--- config.mk ---
export PLATFORM = sky130hd
export DESIGN_NAME = rf_fix_ctrl
export DESIGN_NICKNAME = d
export VERILOG_FILES = /design/src/rtl/rf_fix_ctrl_pkg.sv /design/src/rtl/rf_fix_queue.sv /design/src/rtl/rf_fix_ctrl.sv
export SDC_FILE = /design/constraint.sdc
export NUM_CORES = 1
export LEC_CHECK = 0
export BUFFER_PORTS_ARGS = -buffer_cell sky130_fd_sc_hd__buf_4
export CAP_MARGIN = 25
export CORE_MARGIN = 2
export CORE_UTILIZATION = 58
export CTS_CLUSTER_DIAMETER = 60
export CTS_CLUSTER_SIZE = 24
export DETAILED_ROUTE_END_ITERATION = 6
export PLACE_DENSITY = 0.85
export SYNTH_ARGS = -nofsm -noshare
export SYNTH_HDL_FRONTEND = slang
export SYNTH_HIERARCHICAL = 1
export SYNTH_SLANG_ARGS = --single-unit
--- constraint.sdc ---
create_clock -name s_clk_i -period 3.95 [get_ports s_clk_i]
set_input_delay 0.395 -clock s_clk_i [delete_from_list [all_inputs] [get_ports s_clk_i]]
set_output_delay 0.395 -clock s_clk_i [all_outputs]
set_load 0.01 [all_outputs]
--- src/rtl/rf_fix_ctrl_pkg.sv ---
// Shared register-file types plus the constants and state encoding used by the
// correctable-error repair scheduler.
package p_hardisc;

    typedef logic [4:0] rf_add;

    localparam int RFFIX_STARVE_LIM = 4;

    typedef enum logic [1:0] {
        RFFIX_IDLE  = 2'd0,
        RFFIX_WAIT  = 2'd1,
        RFFIX_FORCE = 2'd2
    } rffix_state;

endpackage

--- src/rtl/rf_fix_queue.sv ---
// Two-entry oldest-first repair queue with merge on address match, invalidate on
// pipeline write, and push/pop in the same cycle.
module rf_fix_queue
    import p_hardisc::*;
(
    input  logic        clk,
    input  logic        resetn,
    input  logic        pop,
    input  logic        inv_en,
    input  rf_add       inv_addr,
    input  logic        push1,
    input  rf_add       addr1,
    input  logic [31:0] val1,
    input  logic        push2,
    input  rf_add       addr2,
    input  logic [31:0] val2,
    output logic        head_valid,
    output rf_add       head_addr,
    output logic [31:0] head_val,
    output logic        empty_next,
    output logic        drop
);

    logic [1:0]  valid_q, valid_d;
    rf_add       addr_q[2], addr_d[2];
    logic [31:0] val_q[2], val_d[2];
    logic        drop_d;
    logic        keep0, keep1, merge1, merge2;

    // Entry 0 is always the head; survivors are compacted towards it.
    assign keep0  = valid_q[0] & ~pop & ~(inv_en && (addr_q[0] == inv_addr));
    assign keep1  = valid_q[1] & ~(inv_en && (addr_q[1] == inv_addr));
    assign merge1 = (valid_q[0] && (addr_q[0] == addr1)) || (valid_q[1] && (addr_q[1] == addr1));
    assign merge2 = (valid_q[0] && (addr_q[0] == addr2)) || (valid_q[1] && (addr_q[1] == addr2));

    always_comb begin
        valid_d = 2'b00;
        addr_d  = addr_q;
        val_d   = val_q;
        drop_d  = 1'b0;

        if (keep0) begin
            valid_d[0] = 1'b1;
            if (keep1) valid_d[1] = 1'b1;
        end else if (keep1) begin
            valid_d[0] = 1'b1;
            addr_d[0]  = addr_q[1];
            val_d[0]   = val_q[1];
        end

        if (push1 && !merge1) begin
            if (!valid_d[0]) begin
                valid_d[0] = 1'b1;
                addr_d[0]  = addr1;
                val_d[0]   = val1;
            end else if (!valid_d[1]) begin
                valid_d[1] = 1'b1;
                addr_d[1]  = addr1;
                val_d[1]   = val1;
            end else begin
                drop_d = 1'b1;
            end
        end

        if (push2 && !merge2) begin
            if (!valid_d[0]) begin
                valid_d[0] = 1'b1;
                addr_d[0]  = addr2;
                val_d[0]   = val2;
            end else if (!valid_d[1]) begin
                valid_d[1] = 1'b1;
                addr_d[1]  = addr2;
                val_d[1]   = val2;
            end else begin
                drop_d = 1'b1;
            end
        end
    end

    always_ff @(posedge clk) begin
        if (!resetn) begin
            valid_q <= 2'b00;
            drop    <= 1'b0;
        end else begin
            valid_q <= valid_d;
            drop    <= drop_d;
        end
        addr_q <= addr_d;
        val_q  <= val_d;
    end

    assign head_valid = valid_q[0];
    assign head_addr  = addr_q[0];
    assign head_val   = val_q[0];
    assign empty_next = ~|valid_d;

endmodule

--- src/rtl/rf_fix_ctrl.sv ---
// Repair scheduler: captures corrected source values flagged by the OP stage and
// writes them back through the RF write port whenever the pipeline leaves it idle.
module rf_fix_ctrl
    import p_hardisc::*;
#(
    parameter int STARVE_LIM = RFFIX_STARVE_LIM
) (
    input  logic        s_clk_i,
    input  logic        s_resetn_i,
    input  logic        s_ce_en_i,
    input  logic [1:0]  s_ce_i,
    input  rf_add       s_rs1_i,
    input  rf_add       s_rs2_i,
    input  logic [31:0] s_val1_i,
    input  logic [31:0] s_val2_i,
    input  logic        s_wb_we_i,
    input  rf_add       s_wb_rd_i,
    input  logic [31:0] s_wb_val_i,
    output logic        s_rf_we_o,
    output rf_add       s_rf_rd_o,
    output logic [31:0] s_rf_val_o,
    output logic        s_busy_o,
    output logic        s_hold_o,
    output logic        s_fixed_o,
    output logic        s_drop_o
);

    localparam int CW = $clog2(STARVE_LIM + 1);
    localparam logic [CW-1:0] LIM = CW'(STARVE_LIM);

    rffix_state  state_q, state_d;
    logic [CW-1:0] cnt_q, cnt_d, cnt_inc;
    logic        cand1, cand2, grant, deny, empty_next;
    logic        head_valid;
    rf_add       head_addr;
    logic [31:0] head_val;

    // A source the WB stage is rewriting this cycle already gets a newer value.
    assign cand1 = s_ce_en_i & s_ce_i[0] & (s_rs1_i != '0) & ~(s_wb_we_i && (s_rs1_i == s_wb_rd_i));
    assign cand2 = s_ce_en_i & s_ce_i[1] & (s_rs2_i != '0) & ~(s_wb_we_i && (s_rs2_i == s_wb_rd_i))
                 & ~(cand1 && (s_rs1_i == s_rs2_i));

    assign grant = ~s_wb_we_i & head_valid & s_resetn_i;
    assign deny  = s_wb_we_i & head_valid;

    rf_fix_queue u_queue (
        .clk        (s_clk_i),
        .resetn     (s_resetn_i),
        .pop        (grant),
        .inv_en     (s_wb_we_i),
        .inv_addr   (s_wb_rd_i),
        .push1      (cand1),
        .addr1      (s_rs1_i),
        .val1       (s_val1_i),
        .push2      (cand2),
        .addr2      (s_rs2_i),
        .val2       (s_val2_i),
        .head_valid (head_valid),
        .head_addr  (head_addr),
        .head_val   (head_val),
        .empty_next (empty_next),
        .drop       (s_drop_o)
    );

    always_comb begin
        s_rf_we_o  = s_wb_we_i;
        s_rf_rd_o  = s_wb_rd_i;
        s_rf_val_o = s_wb_val_i;
        s_fixed_o  = 1'b0;
        if (grant) begin
            s_rf_we_o  = 1'b1;
            s_rf_rd_o  = head_addr;
            s_rf_val_o = head_val;
            s_fixed_o  = 1'b1;
        end
    end

    assign cnt_inc = (cnt_q == LIM) ? LIM : cnt_q + CW'(1);

    always_comb begin
        state_d = state_q;
        cnt_d   = cnt_q;
        if (empty_next) begin
            state_d = RFFIX_IDLE;
            cnt_d   = '0;
        end else if (state_q == RFFIX_IDLE || grant) begin
            state_d = RFFIX_WAIT;
            cnt_d   = '0;
        end else if (deny) begin
            cnt_d = cnt_inc;
            if (cnt_inc == LIM) state_d = RFFIX_FORCE;
        end
    end

    always_ff @(posedge s_clk_i) begin
        if (!s_resetn_i) begin
            state_q  <= RFFIX_IDLE;
            cnt_q    <= '0;
            s_busy_o <= 1'b0;
            s_hold_o <= 1'b0;
        end else begin
            state_q  <= state_d;
            cnt_q    <= cnt_d;
            s_busy_o <= (state_d != RFFIX_IDLE);
            s_hold_o <= (state_d == RFFIX_FORCE);
        end
    end

endmodule

==> run_results.csv <==
group,metric,value,unit
synth,netlist_instances,766,
timing,period_needed,2.83,ns
clock_tree,cts_resized,0,
pwr,p_leak,2.76,nW
global_routing,grt_overflow,0,
final_layout,n_fill_cell,784,
synth,ys_seq_area_share,28.9,%
synth,synth_flop_cell,"dfxtp_1",
global_routing,grt_pass1_wl,29.0,mm
worst_setup_path,worstSetupPathType,"flip-flop to flip-flop",
timing,rsz0062_at_grt,"false",
placed_design,hpwl,11.5,mm
synth,syn_avg_cell_area,7.59,µm²
clock_tree,cts_tree,"built",
clock_tree,cts_made_buffers,9,
synth,synth-warning-count,6,
timing,slew_viol_final,0,
synth,synth_cell_type_count,54,
die,die_h,104,µm
clock_tree,clk_latency,0.35,ns
pwr,peakVddDrop,294,µV
timing,tightest_slew,0.819,ns
clock_tree,htreeDepth,3,
detailed_routing,vias,6320,
die,die-area,10800,µm²
clock_tree,clockBufferDepth,2,
global_routing,grt_start_max_net_pins,76,
pwr,powerDensity,452,nW/µm²
detailed_routing,vias_per_cell,6.49,
global_routing,grt_pass1_vias,6112,
detailed_routing,drtIter0Drc,616,
synth,yosysMostFrequentCell,"nand2_1",
detailed_routing,ant_nets,0,
final_layout,post-route-util,71.5,%
final_layout,layout.nets,955,
clock_tree,clk_pin_slew,0.10,ns
outcome,status,"complete, no violations",
final_layout,area_growth,19.7,%
pwr,p_total,3.14,mW
timing,period_share,71.8,%
worst_setup_path,critPathMaxFanout,23,
detailed_routing,drc,0,
timing,fmax,0.353,GHz
clock_tree,clock_sinks,84,
synth,synth_common_cells,"153 x nand2_1, 84 x dfxtp_1, 74 x o22a_1",
die,pin_count,159,
timing,finClkSkew,0.0168,ns
timing,hold_viol_final,0,
final_layout,drive_gt1_share,25.3,%
timing,slew_headroom,45.4,%
timing,tns,0,ns
clock_tree,root_buffer,"clkbuf_8",
worst_hold_path,whs_path_depth,2,
die,start_util,59.7,%
worst_setup_path,endpoint_kind,"flip-flop",
worst_setup_path,worstPathArrival,3.06,ns
worst_setup_path,reg2regPathDepth,7,
synth,ys_ff_latch,84,
synth,async_flop_share,0,%
placed_design,place_congestion,0.914,
detailed_routing,dr.pass1.iters,5,
clock_tree,cts_setup_buffers,0,
die,core,9730,µm²
clock_tree,postCtsHoldBufs,0,
flow_run,drv_cap,0,
global_routing,antenna_found_initial,0,
synth,synth_top_area_share,28.9,%
worst_hold_path,hp-class,"input port to flip-flop",
final_layout,antenna_cells,0,
placed_design,numPortBuffers,158,
detailed_routing,post_drt_wl_per_cell,18.2,µm
synth,synth_nets,885,
synth,yosys.area.top_type,"dfxtp_1",
synth,syn_area,5810,µm²
synth,synth.area.top_cells,"dfxtp_1 29%, o22a_1 11%, nand2_1 9.9%",
die,die_x,104,µm
global_routing,grt.total_usage,31.4,%
die,rows,36,
worst_setup_path,cp-start-kind,"flip-flop",
worst_setup_path,required,4.18,ns
synth,synth_edf_count,0,
detailed_routing,totalWireLength,17.8,mm
timing,setup_viol,0,
cell usage in the layout (no fill, tap or decap), types with 37 or more instances in the layout:
cell	Yosys	final
a2111oi_0	37	37
a21oi_1	42	41
a31oi_1	38	38
buf_4	38	175
dfxtp_1	84	84
nand2_1	153	152
nand3_1	40	39
nand4_1	40	40
o21ai_0	40	39
o22a_1	74	74
through the flow:
step / instances / worst slack (ns) / area (µm²) / hold slack, ns
floorplan: 766 / 1.35 / 5810 / 0.446
global placement: 957 / 0.858 / 6750 / 0.458
detailed placement: 957 / 0.848 / 6750 / 0.473
CTS: 973 / 1.20 / 6930 / 0.265
global route: 974 / 0.929 / 6950 / 0.270
finish: 974 / 1.12 / 6950 / 0.275
cell families (layout without fill, tap and decap cells):
group,count (synthesis),count (layout),share of synthesized area [%]
and+or+nand+nor,257,257,21.0
adders and majority gates,2,2,0.431
buffers and inverters,123,198,11.0
xor gates and xnor gates,48,48,7.36
DFF,84,84,28.9
AOI/OAI and AO/OA,252,252,31.3
report_power, final:
part	switching [mW]	internal (mW)
clock	0.339	0.237
combinational	0.607	0.573
sequential	0.224	1.17
metal layers:
layer | GRT usage, % | part of all wire (%) | vias to the layer above | routed length (µm)
li1 | - | - | 2954 | -
met1 | 40.0 | 40 | 2897 | 7110
met2 | 51.5 | 48 | 424 | 8500
met3 | 6.58 | 10 | 45 | 1810
met4 | 13.3 | 1.9 | 0 | 341
met5 | 0 | 0 | - | 0
critical path, cell delays in order (launching register included):
cell,delay (ns)
dfxtp_1,0.47
xor2_1,0.11
nor4_1,0.42
nand3_2,0.40
nand2_2,0.17
a211o_1,0.68
buf_4,0.35
a31oi_1,0.12
flip-flops by register name (all words and copies together) (netlist names):
register,count
u_queue/head_addr,5
u_queue/valid_q,2
state_q,2
s_busy_o,1
u_queue/drop,1
u_queue/addr_q,5
cnt_q,3
s_hold_o,1
u_queue/val_q,32
u_queue/head_val,32
worst paths after layout:
check / endpoint / from / slack (ns)
max reg2reg: u_queue/val_q[20]$_DFF_P_ / u_queue/addr_q[0]$_DFF_P_ / 1.12
max: u_queue/val_q[20]$_DFF_P_ / u_queue/addr_q[0]$_DFF_P_ / 1.12
min: u_queue/head_val[18]$_DFF_P_ / s_val2_i[18] / 0.28
min reg2reg: state_q[1]$_SDFF_PN0_ / state_q[1]$_SDFF_PN0_ / 0.48
cell type report:
type,count,area (µm²),share of cell area [%]
Clock inverter,7,56.3,0.810
Timing Repair Buffer,176,1330,19.2
Sequential cell,84,1680,24.2
Clock buffer,9,124,1.78
Tap cell,133,166,2.39
Multi-Input combinational cell,559,3570,51.3
Inverter,6,22.5,0.324
(Power assumes the default switching activity.)
